$ cat config.mk
export PLATFORM = sky130hd
export DESIGN_NAME = item_display_sched
export DESIGN_NICKNAME = d
export VERILOG_FILES = /design/src/rtl/item_display_sched.sv
export SDC_FILE = /design/constraint.sdc
export NUM_CORES = 1
export LEC_CHECK = 0
export ABC_AREA = 1
export BUFFER_PORTS_ARGS = -buffer_cell sky130_fd_sc_hd__buf_2
export CORE_MARGIN = 2
export CORE_UTILIZATION = 39
export DETAILED_ROUTE_END_ITERATION = 7
export PLACE_DENSITY = 0.52
export REMOVE_ABC_BUFFERS = 1
export SLEW_MARGIN = 20
export SYNTH_ARGS = -nofsm -noshare
export SYNTH_HDL_FRONTEND = slang
export SYNTH_SLANG_ARGS = --single-unit
$ cat constraint.sdc
create_clock -name clk -period 2.4 [get_ports clk]
set_input_delay 0.12 -clock clk [delete_from_list [all_inputs] [get_ports clk]]
set_output_delay 0.12 -clock clk [all_outputs]
set_load 0.02 [all_outputs]
$ cat src/rtl/item_display_sched.sv
// Round-robin scheduler that shares the item display between two requesters,
// showing each accepted code for a fixed dwell and blanking it for a fixed gap.
`timescale 1ns/1ps
module item_display_sched #(
  parameter int DWELL_CYCLES = 50_000_000,
  parameter int BLANK_CYCLES = 5_000_000
) (
  input  logic       clk,
  input  logic       reset_n,
  input  logic       req0_valid,
  input  logic [2:0] req0_code,
  output logic       req0_ready,
  input  logic       req1_valid,
  input  logic [2:0] req1_code,
  output logic       req1_ready,
  input  logic       cancel,
  output logic [2:0] bcd,
  output logic       show,
  output logic       err_pulse,
  output logic       busy
);

  localparam int MAX_C = (DWELL_CYCLES > BLANK_CYCLES) ? DWELL_CYCLES : BLANK_CYCLES;
  localparam int CW    = $clog2(MAX_C + 1);
  localparam logic [CW-1:0] DWELL_LOAD = CW'(DWELL_CYCLES - 1);
  localparam logic [CW-1:0] BLANK_LOAD = (BLANK_CYCLES > 0) ? CW'(BLANK_CYCLES - 1) : '0;

  typedef enum logic [1:0] {
    ST_IDLE = 2'd0,
    ST_SHOW = 2'd1,
    ST_GAP  = 2'd2
  } state_e;

  // Codes 010 and 111 have no glyph in the downstream item decoder.
  function automatic logic code_is_valid(input logic [2:0] code);
    return !((code == 3'b010) || (code == 3'b111));
  endfunction

  state_e        state_q, state_d;
  logic [CW-1:0] cnt_q, cnt_d;
  logic          ptr_q, ptr_d;
  logic [2:0]    bcd_q, bcd_d;
  logic          show_q, show_d;
  logic          err_q, err_d;

  logic          gnt_vld_s;
  logic          gnt_sel_s;
  logic [2:0]    gnt_code_s;
  logic          accept_ok_s;

  // Round-robin grant, only offered while idle; ptr breaks ties.
  always_comb begin
    gnt_vld_s = 1'b0;
    gnt_sel_s = 1'b0;
    if (state_q == ST_IDLE) begin
      if (req0_valid && req1_valid) begin
        gnt_vld_s = 1'b1;
        gnt_sel_s = ptr_q;
      end else if (req0_valid) begin
        gnt_vld_s = 1'b1;
        gnt_sel_s = 1'b0;
      end else if (req1_valid) begin
        gnt_vld_s = 1'b1;
        gnt_sel_s = 1'b1;
      end else begin
        gnt_vld_s = 1'b0;
      end
    end else begin
      gnt_vld_s = 1'b0;
    end
  end

  assign req0_ready  = gnt_vld_s && !gnt_sel_s;
  assign req1_ready  = gnt_vld_s && gnt_sel_s;
  assign gnt_code_s  = gnt_sel_s ? req1_code : req0_code;
  assign accept_ok_s = gnt_vld_s && code_is_valid(gnt_code_s);

  // State and datapath registers.
  always_ff @(posedge clk or negedge reset_n) begin
    if (!reset_n) begin
      state_q <= ST_IDLE;
      cnt_q   <= '0;
      ptr_q   <= 1'b0;
      bcd_q   <= 3'b000;
      show_q  <= 1'b0;
      err_q   <= 1'b0;
    end else begin
      state_q <= state_d;
      cnt_q   <= cnt_d;
      ptr_q   <= ptr_d;
      bcd_q   <= bcd_d;
      show_q  <= show_d;
      err_q   <= err_d;
    end
  end

  // Next state and dwell/gap counter; cancel outranks counter expiry.
  always_comb begin
    state_d = state_q;
    cnt_d   = cnt_q;
    case (state_q)
      ST_IDLE: begin
        if (accept_ok_s) begin
          state_d = ST_SHOW;
          cnt_d   = DWELL_LOAD;
        end else begin
          state_d = ST_IDLE;
        end
      end
      ST_SHOW: begin
        if (cancel) begin
          state_d = ST_IDLE;
        end else if (cnt_q == '0) begin
          if (BLANK_CYCLES > 0) begin
            state_d = ST_GAP;
            cnt_d   = BLANK_LOAD;
          end else begin
            state_d = ST_IDLE;
          end
        end else begin
          cnt_d = cnt_q - CW'(1);
        end
      end
      ST_GAP: begin
        if (cancel || (cnt_q == '0)) begin
          state_d = ST_IDLE;
        end else begin
          cnt_d = cnt_q - CW'(1);
        end
      end
      default: begin
        state_d = ST_IDLE;
        cnt_d   = '0;
      end
    endcase
  end

  // Display outputs, error flag and pointer update; bcd only moves on a valid accept.
  always_comb begin
    bcd_d  = bcd_q;
    show_d = show_q;
    err_d  = 1'b0;
    ptr_d  = ptr_q;
    case (state_q)
      ST_IDLE: begin
        if (gnt_vld_s) begin
          ptr_d = ~gnt_sel_s;
          if (accept_ok_s) begin
            bcd_d  = gnt_code_s;
            show_d = 1'b1;
          end else begin
            err_d = 1'b1;
          end
        end else begin
          ptr_d = ptr_q;
        end
      end
      ST_SHOW: begin
        if (cancel || (cnt_q == '0)) begin
          show_d = 1'b0;
        end else begin
          show_d = 1'b1;
        end
      end
      ST_GAP:  show_d = 1'b0;
      default: show_d = 1'b0;
    endcase
  end

  assign bcd       = bcd_q;
  assign show      = show_q;
  assign err_pulse = err_q;
  assign busy      = (state_q != ST_IDLE);

endmodule
# Word-level counts from Yosys, hierarchy flattened
# Index checks and enable logic that the tools add are counted.
word_totals:
  regBits: 34
  latchBits: 0
  ram_bits: 0
  rom_bits: 0
  inputBits: 11
  output_inout_bits: 8
  wordCells: 59
  mem_count: 0
op_classes:
  n_addsub: 1
  multipliers: 0
  div_mod_pow: 0
  order_cmp: 0
  eq_ne: 10
  shift: 0
  muxes: 25
  bitwise: 1
  n_reduce_logical: 16
op_table:
  columns: ["operator", "n"]
  rows:
  - ["26-bit 2-to-1 mux", 4]
  - ["26-bit case mux with 3 select lines", 1]
  - ["26-bit zero test", 1]
  - ["26-bit by 1-bit subtractor with 26-bit output (second input constant)", 1]
  - ["1-bit 2-to-1 mux", 14]
  - ["2-bit != test (second input constant)", 5]
  - ["2-bit 2-to-1 mux", 3]
  - ["2-bit case mux with 3 select lines", 1]
  - ["2-bit AND reduction", 3]
  - ["3-bit AND reduction", 2]
  - ["1-bit logical AND", 4]
  - ["3-bit by 2-bit == test with 1-bit output (second input constant)", 1]
  - ["3-bit == test (second input constant)", 1]
  - ["3-bit 2-to-1 mux", 1]
  - ["3-bit != test (second input constant)", 1]
  - ["2-bit by 1-bit == test with 1-bit output (second input constant)", 1]
  - ["2-bit == test (second input constant)", 1]
  - ["1-bit zero test", 2]
  - ["2-bit zero test", 1]
  - ["1-bit logical OR", 2]
  - ["1-bit case mux with 2 select lines", 1]
  - ["2-bit nonzero test", 1]
  - ["1-bit inverter", 1]

# Longest topological paths before layout
depth:
  word_depth: 12
  depth_mapped: 12
  depth_no_buf: 11

# Least setup slack after synthesis
# No wires, ideal clock.
synth_path:
  path_kind: "register to register"
  from: "register cnt_q[0]"
  to: "register cnt_q[12]"
  setup_ns: 0.117
  arrival_time_ns: 1.723
  required_time_ns: 2.283
  slack_ns: 0.560
  stages_incl_launch_ff: 13
  n_path_buf: 1
  period_less_slack_ns: 1.840
  path_cell_list: "dfrtp_1 > inv_1 > ha_1 > nand2_1 > nor2_2 > nand2_1 > nor2_2 > o21ai_2 > inv_2 > a21oi_4 > buf_6 > nand2_1 > nand2_1"
synth_between:
  elab_chain_len: 4
  word_cells_on_any_way: 9
  classes_between: "1 x add/sub; 1 x eq/ne; 4 x mux; 3 x reduce/logical"
synth_lines:
  columns: ["element", "line_no", "text"]
  rows:
  - ["start: declaration", "40", "logic [CW-1:0] cnt_q, cnt_d;"]
  - ["start signal: assignment", "89", "cnt_q <= cnt_d;"]
  - ["26-bit by 1-bit subtractor with 26-bit output / 26-bit zero test (equally long branches)", null, null]
  - ["26-bit 2-to-1 mux / 1-bit logical OR (equally long branches)", "113, 125", null]
  - ["26-bit 2-to-1 mux / 2-bit != test (equally long branches)", null, null]
  - ["26-bit case mux with 3 select lines / 3-bit AND reduction (equally long branches)", null, null]
# Parallel ways exist; a longest one is shown, timed or not. The select of a mux whose other input is x is not followed.
# A chain may end at the register's enable or synchronous reset.

# Worst setup path in the final report
layout_path:
  from: "register cnt_q[0]"
  to: "register cnt_q[7]"
# Same word-level chain as after synthesis.

==> metrics.yaml <==
drive_gt1_share_pct: 11.1
drv_slew: 0
drtAntennaViolNets: 0
core_area_mm2: 0.00624
grt_antenna_before_repair: 0
numCtsBuffers: 5
drv_cap: 0
grt_use_total_pct: 19.4
ys_ff_latch: 34
clockBufferDepth: 2
cp-start-kind: "flip-flop"
synthDistinctLibCells: 31
cp-startpoint: "cnt_q[0]"
grt_overflow: 0
min_path_type: "input port to flip-flop"
yosysWarnings: 0
grt_max_degree: 35
cpMaxStageDelayCell: "a21oi_4"
drc: 0
initial_core_util_pct: 39.6
wl_um: 6360
path_class: "flip-flop to flip-flop"
dieArea_mm2: 0.00700
placed_area_mm2: 0.00264
ios: 19
tns_ps: 0
firstDrtPassIters: 4
rr_startpoint: "cnt_q[0]"
pre_cts_ws_ps: 245
drtIter0Drc: 121
hold_ws_ps: 84.3
cp_common_cell: "nand2_1"
worst_clock_skew_ps: 4.39
path_cells: "inv_1, ha_1, nand2_1, nor2_2, nand2_1, nor2_2, o21ai_2, inv_2, a21oi_4, nand2_1, nand2_1"
worstPathArrival_ps: 2350
fin_cells: 483
cts_sinks: 34
vias: 2420
leakage_nw: 1.41
fin_crit_ps: 2120
tightest_slew_ps: 782
relSlewSlack_pct: 47.8
ctsRootBufferMaster: "clkbuf_8"
hp-start: "cancel"
max_freq_mhz: 471
vias_per_cell: 5.01
placed_cells: 474
cts.clk_slew.worst_paths_ps: 70
ys_top_cells_by_area: "dfrtp_1 34%, nand2_1 24%, nor2_1 7.1%"
setup_violations: 0
synthFlopType: "dfrtp_1"
vdd_drop_max_v: 0.000681
yosysTopAreaCellShare_pct: 34.4
netlist_instances: 381
netlist_area_mm2: 0.00247
fin_area_mm2: 0.00274
num-nets-final: 417
p_total_mw: 3.26
fill_cells: 707
die_h_um: 83.6
synth-edff-count: 0
ys_seq_area_share_pct: 34.4
ys_async_sr_fraction_pct: 100
cp-end-kind: "flip-flop"
finalCritPeriodShare_pct: 88.5
clock_latency_ps: 290
cp_max_fo: 25
wl_per_cell_um: 13.2
grt_pass1_vias: 2397
grt_pass1_wl_um: 11000
rsz0062_at_grt: "false"
cts-resized-gates: 0
die_w_um: 83.6
core.rowCount: 29
antenna_cells: 0
worstPathRequired_ps: 2630
avgSynthCellArea_um2: 6.49
fin_util_pct: 43.9
gp_congestion: 0.939
tritoncts: "built"
dp.final_hpwl_um: 4780
critPathMaxStageDelay_ps: 520
cts_htree_levels: 2
worst_slack_ps: 277
io_buffer_count: 18
power.density_mw_per_mm2: 1190
hold_viol: 0
outcome: "finished, final reports clean"
syn_to_final_growth_pct: 10.7
yosysTopAreaCell: "dfrtp_1"
## cells in the mapped netlist (2+ instances only)
master,n
a21o_1,2
xor2_1,8
o21bai_1,2
nand4_1,12
a21oi_1,7
nor2_2,5
buf_6,5
clkbuf_1,3
o21ai_0,12
nor2_1,47
dfrtp_1,34
clkinv_1,2
nand2_1,159
nand3_1,33
inv_1,26
xnor2_1,4
o211ai_1,4
nand3b_1,3
## final timing paths
kind                               to  slack [ps]  cells past startpoint
max                          cnt_q[7]         280                     11
min                        state_q[1]          80                      2
max reg2reg                  cnt_q[7]         280                     11
min reg2reg                    bcd[2]         500                      2
max in group asynchronous   cnt_q[16]        1460                      2
min in group asynchronous   cnt_q[21]         450                      2
## routing by layer
layer  wire, um  global-route usage, %  up-vias
li1           -                      -     1264
met1       3070                   24.7     1125
met2       3100                   33.9       27
met3        156                   3.17        4
met4         43                   5.28        0
met5          0                      0        -
## report_power, final
part           internal, mW  switching (mW)
Sequential            0.806           0.243
Clock                 0.232           0.215
Combinational         0.611            1.15
## cells in the final DEF (no fill, tap or decap), types with 2 or more instances in the layout
master and count:
nand2_1 159, nor2_1 47, dfrtp_1 34, nand3_1 33
inv_1 26, buf_2 18, o21ai_0 12, nand4_1 12
xor2_1 8, a21oi_1 7, clkbuf_8 6, buf_4 6
nor2_2 5, xnor2_1 4, o211ai_1 4, nand3b_1 3
clkinv_1 2, o21bai_1 2, a21o_1 2
## critical path: cells and delay by family (launching register included)
family	cells	cell delay [ps]
AO/OA/AOI/OAI	2	730
AND/OR/NAND/NOR	6	580
flip-flops	1	370
adder cells (fa/ha/maj)	1	210
buffers and inverters	2	150
## flip-flops by register name, summed over array words and instances, names as in the netlist
name and cells:
state_q 2, show 1, err_pulse 1, bcd 3
ptr_q 1, cnt_q 26
## area by class of cell
cell class              count  area, um^2  area share, %
repair buffers             25         145           5.30
inverters                  29         109           3.97
well taps                  77        96.3           3.52
clock buffers               7        86.3           3.15
multi-input cells         310        1450           52.8
clock inverters             1        5.00          0.183
flip-flops and latches     34         851           31.1
## cell families after synthesis
logic type               Yosys count  share of synthesized area [%]
AND/OR/NAND/NOR                  266                           45.9
buffers and inverters             37                           7.13
flip-flops                        34                           34.4
AO/OA/AOI/OAI                     31                           7.79
XOR/XNOR                          12                           4.25
adder cells (fa/ha/maj)            1                          0.506
## timing repair
item | in CTS | in global routing
hold endpoints to repair | 34 | 0
buffers inserted | 0 | 0
hold buffers | 1 | 0
Power figures use the tool's default switching activity.
